File: src/rtl/mc_mem_pkg.sv
// Shared types for the multicycle-CPU memory responder.
// The fault helper is only referenced when MC_MEM_ERR_CHECK_EN is defined.
package mc_mem_pkg;

   localparam int WORD_W = 32;

   typedef enum logic [1:0] {IDLE, WAIT, RESP} mem_state_t;

   typedef struct packed {
      logic              we;
      logic [WORD_W-1:0] addr;
      logic [WORD_W-1:0] wd;
   } mem_req_t;

   // Misaligned byte address, or a word index beyond the array.
   function automatic logic addr_fault(input logic [WORD_W-1:0] addr, input int depth);
      return (addr[1:0] != 2'b00) || ({2'b00, addr[WORD_W-1:2]} >= 32'(depth));
   endfunction

endpackage

File: src/rtl/mc_mem_array.sv
// Word RAM: synchronous write, combinational read, no reset so contents survive rst.
module mc_mem_array
   import mc_mem_pkg::*;
#(
   parameter int DEPTH = 64,
   localparam int AW   = $clog2(DEPTH)
) (
   input  logic              clk,
   input  logic              we,
   input  logic [AW-1:0]     waddr,
   input  logic [WORD_W-1:0] wdata,
   input  logic [AW-1:0]     raddr,
   output logic [WORD_W-1:0] rdata
);

   logic [WORD_W-1:0] mem_q [DEPTH];

   always_ff @(posedge clk) begin
      if (we) mem_q[waddr] <= wdata;
   end

   assign rdata = mem_q[raddr];

endmodule

File: src/rtl/mc_mem_responder.sv
// Memory-side responder for the multicycle MIPS datapath: req/ready slave with LATENCY wait states.
// Optional access-fault reporting is enabled with the MC_MEM_ERR_CHECK_EN macro.
//
// state | meaning
// IDLE  | waiting for req; request fields latched on acceptance
// WAIT  | counting down wait states, inputs ignored
// RESP  | ready (and rd/err) presented for one cycle; write commits at its closing edge
module mc_mem_responder
   import mc_mem_pkg::*;
#(
   parameter int DEPTH   = 64,
   parameter int LATENCY = 2
) (
   input  logic              clk,
   input  logic              reset,
   input  logic              req,
   input  logic              we,
   input  logic [WORD_W-1:0] addr,
   input  logic [WORD_W-1:0] wd,
   output logic [WORD_W-1:0] rd,
   output logic              ready,
   output logic              err
);

   localparam int AW = $clog2(DEPTH);
   localparam logic [3:0] CNT_INIT = (LATENCY > 0) ? 4'(LATENCY - 1) : 4'd0;

   mem_state_t        state_q, state_d;
   logic [3:0]        cnt_q, cnt_d;
   mem_req_t          req_q, req_d;
   logic              ready_q, ready_d;
   logic              err_q, err_d;
   logic [WORD_W-1:0] rd_q, rd_d;

   logic [WORD_W-1:0] mem_rdata;
   logic              mem_we;
   logic              fault_next;
   logic              fault_cur;

`ifdef MC_MEM_ERR_CHECK_EN
   assign fault_next = addr_fault(req_d.addr, DEPTH);
   assign fault_cur  = addr_fault(req_q.addr, DEPTH);
`else
   logic unused_addr_bits;
   assign fault_next       = 1'b0;
   assign fault_cur        = 1'b0;
   assign unused_addr_bits = ^{req_d.addr[WORD_W-1:AW+2], req_d.addr[1:0],
                               req_q.addr[WORD_W-1:AW+2], req_q.addr[1:0]};
`endif

   always_comb begin
      state_d = state_q;
      cnt_d   = cnt_q;
      req_d   = req_q;
      ready_d = 1'b0;
      err_d   = 1'b0;
      rd_d    = '0;
      case (state_q)
         IDLE: begin
            if (req) begin
               req_d = '{we: we, addr: addr, wd: wd};
               if (LATENCY == 0) begin
                  state_d = RESP;
               end else begin
                  state_d = WAIT;
                  cnt_d   = CNT_INIT;
               end
            end
         end
         WAIT: begin
            if (cnt_q == 4'd0) state_d = RESP;
            else               cnt_d   = cnt_q - 4'd1;
         end
         RESP:    state_d = IDLE;
         default: state_d = IDLE;
      endcase
      // Outputs are registered on entry to RESP, so they use the request as it will be latched.
      if (state_d == RESP) begin
         ready_d = 1'b1;
         err_d   = fault_next;
         rd_d    = (!req_d.we && !fault_next) ? mem_rdata : '0;
      end
   end

   assign mem_we = (state_q == RESP) && req_q.we && !fault_cur;

   mc_mem_array #(.DEPTH(DEPTH)) u_array (
      .clk   (clk),
      .we    (mem_we),
      .waddr (req_q.addr[AW+1:2]),
      .wdata (req_q.wd),
      .raddr (req_d.addr[AW+1:2]),
      .rdata (mem_rdata)
   );

   always_ff @(posedge clk or negedge reset) begin
      if (!reset) begin
         state_q <= IDLE;
         cnt_q   <= 4'd0;
         req_q   <= '0;
         ready_q <= 1'b0;
         err_q   <= 1'b0;
         rd_q    <= '0;
      end else begin
         state_q <= state_d;
         cnt_q   <= cnt_d;
         req_q   <= req_d;
         ready_q <= ready_d;
         err_q   <= err_d;
         rd_q    <= rd_d;
      end
   end

   assign ready = ready_q;
   assign err   = err_q;
   assign rd    = rd_q;

endmodule

File: config.mk
export PLATFORM = sky130hd
export DESIGN_NAME = mc_mem_responder
export DESIGN_NICKNAME = d
export VERILOG_FILES = /design/src/rtl/mc_mem_pkg.sv /design/src/rtl/mc_mem_array.sv /design/src/rtl/mc_mem_responder.sv
export SDC_FILE = /design/constraint.sdc
export NUM_CORES = 2
export LEC_CHECK = 0
export ABC_AREA = 1
export CAP_MARGIN = 5
export CORE_MARGIN = 8
export CORE_UTILIZATION = 25
export DETAILED_ROUTE_END_ITERATION = 7
export DONT_BUFFER_PORTS = 1
export PLACE_DENSITY = 0.45
export SYNTH_ARGS = -nofsm -noshare
export SYNTH_HDL_FRONTEND = slang
export SYNTH_HIERARCHICAL = 1
export SYNTH_SLANG_ARGS = --single-unit
File: constraint.sdc
create_clock -name clk -period 6.7 [get_ports clk]
set_input_delay 0.335 -clock clk [delete_from_list [all_inputs] [get_ports clk]]
set_output_delay 0.335 -clock clk [all_outputs]
set_load 0.005 [all_outputs]
## Yosys cells after proc, flatten, opt, wreduce, memory -nomap -nowiden

Memory sizes are Yosys's and may differ from the RTL's.
Index checks and enable logic that the tools add are counted.

- Flip-flop bits (word level): 104
- RAM bits: 2,048
- Input bits: 68
- Output and inout port bits: 34
- Memories: 1

Memory list:

| name | depth | bits a word | read ports | clocked after Yosys merged registers in | wr ports | RTL line | source |
|---|---|---|---|---|---|---|---|
| u_array.mem_q | 64 | 32 | 1 | 0 | 1 | mc_mem_array.sv:16 | `logic [WORD_W-1:0] mem_q [DEPTH];` |

- Add/subtract/negate cells: 1
- Eq/ne operators: 5
- Muxes and demuxes: 13
- Reductions and logical operators: 6

Operator list:

| kind | count |
|---|---|
| $mux W65 | 2 |
| $mux W32 | 2 |
| $mux W4 | 2 |
| $pmux W4 S2 | 1 |
| $eq A2 B2 Y1 const B | 2 |
| $logic_not A4 Y1 | 1 |
| $mux W2 | 2 |
| $ne A2 B2 Y1 const B | 2 |
| $pmux W2 S2 | 1 |
| $sub A4 B1 Y4 const B | 1 |
| $mux W1 | 3 |
| $reduce_and A3 Y1 | 1 |
| $eq A2 B1 Y1 const B | 1 |
| $logic_not A2 Y1 | 1 |
| $reduce_and A2 Y1 | 1 |
| $reduce_bool A2 Y1 | 1 |
| $logic_and A1 B1 Y1 | 1 |

## Longest topological paths before layout

- Depth in word-level cells: 5
- Depth in mapped cells: 22
- Depth with buffers taken out: 16

## Hierarchy

Netlist, hierarchy kept.

Modules (own cells, without submodules):

| module | instances | cells an instance | area an instance (um^2) | sequential area each (um^2) |
|---|---|---|---|---|
| mc_mem_array | 1 | 6,737 | 82,097.5 | 61,499.0 |
| mc_mem_responder | 1 | 315 | 2,987.9 | 1,951.9 |

## Worst setup path after synthesis

No wires, ideal clock.

- Kind: reg-to-reg
- Start: reg state_q[1]
- End: mem u_array.mem_q[48][0] (enable)
- Setup time: 0.502 ns
- Data arrival time: 4.175 ns
- Data required time: 6.198 ns
- Slack: 2.022 ns
- Stages on the path, launching flop included: 6
- Buffers on the path: 1
- Period minus slack after synthesis: 4.678 ns
- Cell sequence: dfrtp_1 nand2_1 nor2_1 clkbuf_1 nand4_1 nor4_1

- Cells in the longest elaborated chain, start to end: 4

Ends and longest elaborated chain:

| what | RTL line | source |
|---|---|---|
| from (decl) | mc_mem_responder.sv:28 | `mem_state_t state_q, state_d;` |
| from (signal assigned) | mc_mem_responder.sv:105 | `state_q <= state_d;` |
| $eq A2 B2 Y1 | mc_mem_responder.sv:85 | `assign mem_we = (state_q == RESP) && req_q.we && !fault_cur;` |
| $logic_and A1 B1 Y1 | mc_mem_responder.sv:85 |  |
| named net mem_we | mc_mem_responder.sv:36 | `logic mem_we;` |
| $mux W1 | mc_mem_array.sv:19 | `if (we) mem_q[waddr] <= wdata;` |
| $mux W1 (not written as such) | mc_mem_array.sv:19 |  |
| to (decl) | mc_mem_array.sv:16 |  |

The timed path passes the listed nets, and every way through them passes these cells.

==> results.yml <==
clocking:
  cts_tree: "done"
  htreeDepth: 4
  numCtsBuffers: 224
  clkTransAtPathRegs_ps: 60
  cts_sinks: 2126
  cts_resized: 0
  cts-root-buf: "clkbuf_16"
  worst_skew_pair.late_latency_ps: 860
  clk_path_buf_depth: 3
logic_synthesis:
  yosysUniqueCellTypes: 26
  post_synth.cell_area_avg_sq_um: 12.1
  syn-num-nets: 7122
  synthTopCellsByCount: "nand2_1 (2375), edfxtp_1 (2048), nand3_1 (1942)"
  synth.most_common_cell: "nand2_1"
  syn_inst: 7052
  synth_top_cell_area_share_pct: 72.3
  synth_flop_cell: "edfxtp_1"
  async_reset_ff_share_pct: 3.67
  ys_ff_latch: 2126
  netlist_area_sq_um: 85100
  seq_area_frac_synth_pct: 74.6
  synth_edf_count: 2048
  synthTopCellsByArea: "edfxtp_1 (72%), nand3_1 (11%), nand2_1 (10%)"
  synth_warnings: 6
  yosysTopAreaCell: "edfxtp_1"
sta:
  fin_skew_ps: 38.7
  hold_viol: 0
  setup-tns-final_ps: 0
  final-setup-viol-count: 0
  slew_headroom_pct: 26.8
  fin_ws_ps: 1700
  rsz0062_at_grt: "no"
  min_period_ps: 5000
  fin_crit_sh_pct: 74.7
  maxSlewViolCount: 0
  fmax_mhz: 200
  worst_slew_pin_slew_ps: 1100
placed_design:
  dp.cells: 11300
  dp_hpwl_um: 133000
  pre_cts_ws_ps: 1690
  place_congestion: 0.751
  port_buffers: 0
global_route:
  track_usage_pct: 14.5
  grt_max_degree: 193
  grt_pass1_wl_um: 383000
  antenna_found_initial: 19
  grt_pass1_vias: 52900
  overflow: 0
power:
  power_uw: 46100
  ir_drop_v: 0.000506
  power_density_nw_per_um2: 469
  p_leak_uw: 0.0338
floorplanning:
  die_y_um: 599
  core_sq_um: 339000
  die_area_sq_um: 359000
  start_util_pct: 25.1
  rows: 214
  fp.dieW_um: 599
  io_pins: 102
critical_path:
  worst_r2r_path_depth: 17
  cpMaxStageDelayCell: "inv_16"
  cpLargestDelayFamily: "simple AND/OR/NAND/NOR gates"
  endpoint_kind: "flop"
  start_kind: "flop"
  crit_required_ps: 7470
  cp_num_cells: 17
  path_cells: "nor2_1, nand2_2, nand2_1, nand2_4, inv_16, buf_12, buf_4, nand2_1, nand3_1, nand3_1, nand3_1, nand3_1, nand2_1, nand2_1, nand2_1, nand3_1, nor2_1"
  slowest_delay_ps: 670
  cp_max_fo: 159
  crit_type: "flop to flop"
  critPathBufInv: 3
  worst-endpoint-arrival_ps: 5770
layout:
  final_util_pct: 29.0
  final_nets: 7114
  drive_above_1_share_pct: 8.15
  synthToLayoutAreaGrowth_pct: 15.5
  stdcell_count: 11800
drt:
  wl_per_cell_um: 22.9
  ant_nets: 0
  wirelength_um: 270000
  viasPerCell: 4.64
  first_iter_violations: 4720
  drc: 0
  vias: 54700
  dr.pass1.iters: 5
flow_run:
  cap_violations: 0
min_path:
  hp-class: "input pin to async pin"
run_status:
  status: "completed"
cell usage in the layout (no fill, tap or decap), types with 37 or more instances in the layout:
master	instances
nand2_1	2368
edfxtp_1	2048
nand3_1	1942
clkbuf_16	228
buf_4	139
dlygate4sd3_1	65
nor2_4	57
clkbuf_1	56
clkinv_1	53
clkinv_2	46
dfrtp_1	46
nor2_1	37
cell type report:
class | count | area, sq um
fill | 34500 | 241000
sequential | 2126 | 63500
multi-input combinational | 4441 | 19700
clock buffer | 294 | 6050
tap | 4536 | 5680
timing repair buffer | 233 | 2280
clock inverter | 124 | 908
inverter | 18 | 105
antenna | 11 | 27.5
metal layers:
| metal | share of wire, % | GRT usage [%] | wire, um | vias up |
|---|---|---|---|---|
| met5 | 0 | 0 | 0 | - |
| met3 | 5.1 | 2.03 | 13700 | 391 |
| met1 | 43 | 18.7 | 115000 | 27800 |
| met4 | 3.3 | 4.89 | 8860 | 0 |
| met2 | 49 | 25.1 | 133000 | 1452 |
| li1 | - | - | - | 25100 |
where the power goes:
group | switching, uW | total [uW] | internal [uW]
logic | 13500 | 17500 | 4020
clock network | 5160 | 11900 | 6710
registers | 193 | 16800 | 16600
total | 18800 | 46100 | 27300
registers in the layout (all words and copies together) (netlist names):
signal / count
u_array/mem_q: 2048
req_q: 39
rd: 32
cnt_q: 4
state_q: 2
ready: 1
logic make-up (layout without fill, tap and decap cells):
| kind of cell | after synthesis | count (layout) | synth area share [%] |
|---|---|---|---|
| AND/OR/NAND/NOR | 4433 | 4433 | 22.5 |
| flip-flops | 2126 | 2126 | 74.6 |
| buffers and inverters | 485 | 669 | 2.88 |
| AO/OA/AOI/OAI | 4 | 4 | 0.0235 |
| adder cells (fa/ha/maj) | 2 | 2 | 0.0294 |
| other | 1 | 12 | 0.00441 |
| XOR/XNOR | 1 | 1 | 0.0103 |
metrics by stage:
step / hold slack, ps / instance area, sq um
6_report: 54.6 / 98200
4_1_cts: 34.5 / 98200
2_1_floorplan: 39.4 / 85100
3_5_place_dp: 42.2 / 90600
5_1_grt: 38.3 / 98200
3_3_place_gp: 42.9 / 90600
worst paths after layout:
path | start | end | slack (ps)
min in group clk | addr[4] | req_q[36] | 180
max in group asynchronous | reset | rd[16] | 6140
worst max register to register | state_q[1] | rd[1] | 1700
worst min-delay path | reset | req_q[25] | 50
worst min register to register | cnt_q[3] | cnt_q[3] | 560
worst max-delay path | state_q[1] | rd[1] | 1700
repair_timing:
action	4_1_cts	5_1_grt
hold endpoints to repair	110	0
buffers inserted	0	0
hold buffers	66	0
Power figures use the tool's default switching activity.
